`src/rtl/mem_arbiter.sv`:
```
// Shares one external SRAM between instruction fetch and data access. Data wins
// ties; each access is a registered IDLE -> ACCESS -> DONE sequence.
module mem_arbiter #(
    parameter int ADDR_W      = 20,
    parameter int DATA_W      = 32,
    parameter int WAIT_CYCLES = 1
) (
    input  logic              clk,
    input  logic              rst,
    input  logic              inst_req_i,
    input  logic [ADDR_W-1:0] inst_addr_i,
    output logic [DATA_W-1:0] inst_rdata_o,
    output logic              inst_done_o,
    input  logic              data_req_i,
    input  logic              data_we_i,
    input  logic [ADDR_W-1:0] data_addr_i,
    input  logic [DATA_W-1:0] data_wdata_i,
    output logic [DATA_W-1:0] data_rdata_o,
    output logic              data_done_o,
    output logic              stall_o,
    output logic [ADDR_W-1:0] sram_addr_o,
    output logic [DATA_W-1:0] sram_wdata_o,
    output logic              sram_drive_o,
    input  logic [DATA_W-1:0] sram_rdata_i,
    output logic              sram_ce_n_o,
    output logic              sram_oe_n_o,
    output logic              sram_we_n_o
);

    typedef enum logic [1:0] {IDLE, ACCESS, DONE} ArbState;

    localparam logic [3:0] LastCnt = 4'(WAIT_CYCLES);

    ArbState state;
    logic [3:0] cnt;
    logic grantData;
    logic isWrite;
    logic grantWrite;

    assign grantWrite = data_req_i & data_we_i;

    // Stall stays combinational so the pipeline freezes in the same cycle a request appears.
    assign stall_o = (inst_req_i & ~inst_done_o) | (data_req_i & ~data_done_o);

    // The SRAM pins are registered, so they are set up on the granting edge and
    // released on the edge that leaves ACCESS.
    always_ff @(posedge clk or negedge rst) begin
        if (!rst) begin
            state        <= IDLE;
            cnt          <= 4'd0;
            grantData    <= 1'b0;
            isWrite      <= 1'b0;
            sram_addr_o  <= '0;
            sram_wdata_o <= '0;
            sram_drive_o <= 1'b0;
            sram_ce_n_o  <= 1'b1;
            sram_oe_n_o  <= 1'b1;
            sram_we_n_o  <= 1'b1;
            inst_rdata_o <= '0;
            inst_done_o  <= 1'b0;
            data_rdata_o <= '0;
            data_done_o  <= 1'b0;
        end else begin
            unique case (state)
                IDLE: begin
                    if (data_req_i || inst_req_i) begin
                        grantData    <= data_req_i;
                        isWrite      <= grantWrite;
                        sram_addr_o  <= data_req_i ? data_addr_i : inst_addr_i;
                        if (grantWrite) begin
                            sram_wdata_o <= data_wdata_i;
                        end
                        sram_ce_n_o  <= 1'b0;
                        sram_oe_n_o  <= grantWrite;
                        sram_we_n_o  <= ~grantWrite;
                        sram_drive_o <= grantWrite;
                        cnt          <= 4'd0;
                        state        <= ACCESS;
                    end
                end
                ACCESS: begin
                    cnt <= cnt + 4'd1;
                    if (cnt == LastCnt) begin
                        if (grantData) begin
                            data_done_o <= 1'b1;
                            if (!isWrite) begin
                                data_rdata_o <= sram_rdata_i;
                            end
                        end else begin
                            inst_done_o  <= 1'b1;
                            inst_rdata_o <= sram_rdata_i;
                        end
                        sram_ce_n_o  <= 1'b1;
                        sram_oe_n_o  <= 1'b1;
                        sram_we_n_o  <= 1'b1;
                        sram_drive_o <= 1'b0;
                        state        <= DONE;
                    end
                end
                DONE: begin
                    inst_done_o <= 1'b0;
                    data_done_o <= 1'b0;
                    state       <= IDLE;
                end
                default: begin
                    state <= IDLE;
                end
            endcase
        end
    end

endmodule

```
`config.mk`:
```
export PLATFORM = sky130hd
export DESIGN_NAME = mem_arbiter
export DESIGN_NICKNAME = d
export VERILOG_FILES = /design/src/rtl/mem_arbiter.sv
export SDC_FILE = /design/constraint.sdc
export NUM_CORES = 1
export LEC_CHECK = 0
export BUFFER_PORTS_ARGS = -buffer_cell sky130_fd_sc_hd__clkbuf_2
export CORE_ASPECT_RATIO = 1.5
export CORE_UTILIZATION = 51
export CTS_CLUSTER_DIAMETER = 120
export CTS_CLUSTER_SIZE = 16
export DETAILED_ROUTE_END_ITERATION = 6
export GPL_TIMING_DRIVEN = 0
export PLACE_DENSITY = 0.9
export SLEW_MARGIN = 20
export SYNTH_ARGS = -nofsm -noshare
export SYNTH_HDL_FRONTEND = slang
export SYNTH_SLANG_ARGS = --single-unit
export TNS_END_PERCENT = 20
```
`constraint.sdc`:
```
create_clock -name clk -period 5.6 [get_ports clk]
set_input_delay 0.28 -clock clk [delete_from_list [all_inputs] [get_ports clk]]
set_output_delay 0.28 -clock clk [all_outputs]
set_load 0.01 [all_outputs]
```
==> reports/summary.txt <==
=============================================================================
Data required time at the worst endpoint .......................      5.89 ns
Post-layout nets ...............................................          737
IO Pins ........................................................          232
Root buffer cell ...............................................    clkbuf_16
H-tree lvl count ...............................................            4
Post-layout minimum cycle time .................................     2.208 ns
Initial Util ...................................................       52.25%
Number of buffers inserted by hold repair at cts ...............            1
Clock Sink Count ...............................................          130
Multi-input gate area in the final layout ......................    1876 um^2
Fraction of final layout cells sized beyond drive strength 1 ...       59.08%
Routed WL ......................................................     11830 um
Violated checks ................................................ design-rule violations
Delay of the slowest cell on the worst path ....................      0.52 ns
Yosys top cell area share ......................................       60.35%
Cell seen most often among critical-path stages ................     clkbuf_1
Ant. Diodes ....................................................            0
Post-detailed-placement half-perimeter wirelength ..............      8963 um
Worst reg2reg startpoint .......................................     state[0]
Global-route wire length before repair .........................     18720 um
Final Hold Violating Endpoints .................................            0
Timing-limited maximum frequency ...............................   0.4529 GHz
Worst hold-check path type ..................................... input pin to flip-flop
Critical Path Fanout Max .......................................           10
Chip height ....................................................     126.5 um
Hold Path Cell Cnt .............................................            2
Total number of placement rows .................................           45
Cell with the largest stage delay on the worst path ............     clkbuf_1
CTS Buf Count ..................................................           17
Post-Synthesis Net Count .......................................          486
Vias per std cell ..............................................        5.192
Detailed router's first-iteration violation count ..............           94
EDFF count, synth ..............................................            0
Detail Route Antenna Nets ......................................            0
Clk pin slew, worst setup/hold paths ...........................      0.06 ns
Sequential Area ................................................    3257 um^2
Sum of buffers and inverters on the critical path ..............            3
Cells along the critical path .................................. inv_1, ha_1, clkbuf_1, nand3_1, clkbuf_1, mux2_2
Final non-filler cell area .....................................    7167 um^2
Path type of the worst setup path .............................. flip-flop to flip-flop
Leak ...........................................................     3.664 nW
Clk_lat worst skew .............................................      0.40 ns
Cell family with the largest share of critical-path delay ...... buffers and inverters
Register-to-Register Path Depth ................................            6
Outcome ........................................................ complete, but fails checks
Reg-to-reg critical path endpoint .............................. sram_wdata_o[23]
PortBufs .......................................................          230
Vias ...........................................................         3894
Setup total negative slack .....................................         0 ns
Routability congestion estimate from global placement ..........       0.7753
Share of the cycle needed by the critical path after routing ...       39.43%
Max clock buf depth ............................................            2
Placed Instance Area ...........................................    6600 um^2
Overflow after GRT .............................................            0
Overall Global Routing Usage ...................................       22.63%
Core outline area ..............................................   10080 um^2
Register-to-register path setup slack ..........................      3.39 ns
Gate count of the mapped netlist ...............................          370
CTS tree .......................................................         done
Via count of the first global-routing pass .....................         3950
Number of synthesized register bits ............................          130
Die Footprint ..................................................   10740 um^2
Beginning of the worst hold path ............................... data_wdata_i[17]
Detailed-router iteration count before antenna repair ..........            7
Worst clock skew on the final layout ...........................  0.007897 ns
DIE WIDTH ......................................................     84.97 um
Synth area leaders ............................................. dfrtp_1, mux2_2, mux2i_1, o21ai_0, nand2_1
Count of different cell masters after synthesis ................           34
Slew headroom ..................................................       51.48%
Final-layout fill cell count ...................................          689
Category of the worst setup path capture point .................    flip-flop
Mean cell area of the mapped netlist ...........................   14.23 um^2
Post-CTS Resized ...............................................            0
Main synth FF type .............................................      dfrtp_1
Antenna violations before repair ...............................            0
Number of maximum-capacitance violations .......................            0
Power density over the cells ................................... 594.5 nW/um^2
Endpoint with the worst hold slack ............................. sram_wdata_o[17]
Final setup violating endpoints ................................            0
# Post-CTS Setup Buffers .......................................            0
Fraction of registers with async set/reset .....................       100.0%
Max-slew violation total from the final report .................            0
DRC Markers ....................................................           16
Worst EP arrival ...............................................      2.49 ns
Synth warn .....................................................            0
Cell accounting for the most synthesized area ..................      dfrtp_1
Largest vdd supply drop ........................................    0.2879 mV
Cell area after technology mapping .............................    5266 um^2
Kind of start point of the critical path .......................    flip-flop
Unrepaired setup endpoints after global routing ................           no
Transition at the pin with the smallest max-transition slack ...    0.7279 ns
Layout overhead on the synthesized area ........................       36.09%
Pin count of the biggest net entering global routing ...........           72
Average wire per standard cell .................................     15.77 um
Portion of the post-synthesis area used by sequential elements .       61.84%
=============================================================================
[cell usage in the layout, fill, tap and decap left out, drive strengths merged]
cell type / Yosys / routed
a211o: 1 / 1
a211oi: 2 / 2
a21oi: 5 / 5
a221o: 1 / 1
a22o: 3 / 3
and2: 1 / 1
and3: 1 / 1
buf: 10 / 11
bufinv: 0 / 1
clkbuf: 10 / 257
clkinv: 0 / 5
clkinvlp: 0 / 4
dfrtp: 127 / 127
dfstp: 3 / 3
dlygate4sd3: 0 / 1
ha: 7 / 7
inv: 8 / 12
mux2: 98 / 98
mux2i: 22 / 22
nand2: 27 / 27
nand2b: 3 / 3
nand3: 2 / 2
nor2: 2 / 2
nor2b: 1 / 1
nor3: 1 / 1
nor3b: 1 / 1
nor4b: 2 / 2
o21a: 1 / 1
o21ai: 24 / 24
o22ai: 2 / 2
o2bb2ai: 1 / 1
o32ai: 1 / 1
or2: 1 / 1
or3b: 2 / 2
[final cells by class]
cell class / count / area share [%]
buffer: 20 / 1.449
clock buffer: 17 / 5.936
clock inverter: 14 / 1.833
inverter: 8 / 0.4190
multi-input combinational: 212 / 26.17
sequential: 130 / 45.44
tap: 117 / 2.043
timing repair buffer: 232 / 16.71
[flip-flops by register name (all words and copies together), names as in the netlist]
name          cells
sram_drive_o      1
isWrite           1
sram_we_n_o       1
grantData         1
sram_addr_o      20
data_rdata_o     32
inst_rdata_o     32
sram_ce_n_o       1
sram_oe_n_o       1
sram_wdata_o     32
inst_done_o       1
cnt               4
state             2
data_done_o       1
[metal layers]
layer / global-route usage, % / vias up / share of wire, %
li1: - / 1810 / -
met1: 24.25 / 1874 / 37
met5: 0 / - / 0
met2: 40.94 / 181 / 55
met4: 11.27 / 0 / 2.5
met3: 5.660 / 29 / 6.0
[synth_stat cells (all sizes together) (3+ instances only)]
cell type	count
a21oi	5
buf	10
dfrtp	127
nand2b	3
mux2i	22
nand2	27
ha	7
dfstp	3
clkbuf	10
mux2	98
inv	8
a22o	3
o21ai	24
[metrics by stage]
| step | cells | power [W] | hold WS [ns] | utilization, % | setup slack [ns] |
|---|---|---|---|---|---|
| after floorplan | 370 | 0.002554 | -0.01559 | - | 3.653 |
| after global placement | 717 | 0.003159 | 0.4558 | 65.13 | 2.453 |
| after detailed placement | 718 | 0.003254 | 0.2912 | 65.49 | 3.384 |
| after CTS | 750 | 0.004298 | 0.07885 | 71.11 | 3.354 |
| after global routing | 750 | 0.004509 | 0.08444 | 71.11 | 3.199 |
| final | 750 | 0.004261 | 0.1021 | 71.11 | 3.392 |
[logic make-up (layout without fill, tap and decap cells)]
logic type | Yosys count | in the layout | synth area share, %
adders and majority gates | 7 | 7 | 1.663
DFF | 130 | 130 | 61.84
muxes | 120 | 120 | 25.14
AOI/OAI and AO/OA | 41 | 41 | 4.609
and+or+nand+nor | 44 | 44 | 4.206
buffers and inverters | 28 | 291 | 2.542
[worst max-delay path by stage]
stage | slack, ns | end | start | cells past startpoint
detailed placement | 3.38 | sram_wdata_o[27] | state[0] | 6
global placement | 2.45 | sram_wdata_o[19] | rst | 1
floorplan | 3.65 | data_rdata_o[0] | cnt[1] | 7
CTS | 3.35 | sram_wdata_o[23] | state[0] | 6
finish | 3.39 | sram_wdata_o[23] | state[0] | 6
global route | 3.20 | state[0] | state[0] | 6
[worst reg2reg max path, stage by stage (launching register included)]
cell	delay [ns]
dfrtp_1	0.39
inv_1	0.10
ha_1	0.20
clkbuf_1	0.17
nand3_1	0.28
clkbuf_1	0.53
mux2_2	0.42
[power breakdown]
part,total [W],switching [W],internal [W]
registers,0.00167,0.000262,0.00141
logic,0.00156,0.000790,0.000773
clock network,0.00102,0.000412,0.000612
Power figures use the tool's default switching activity.
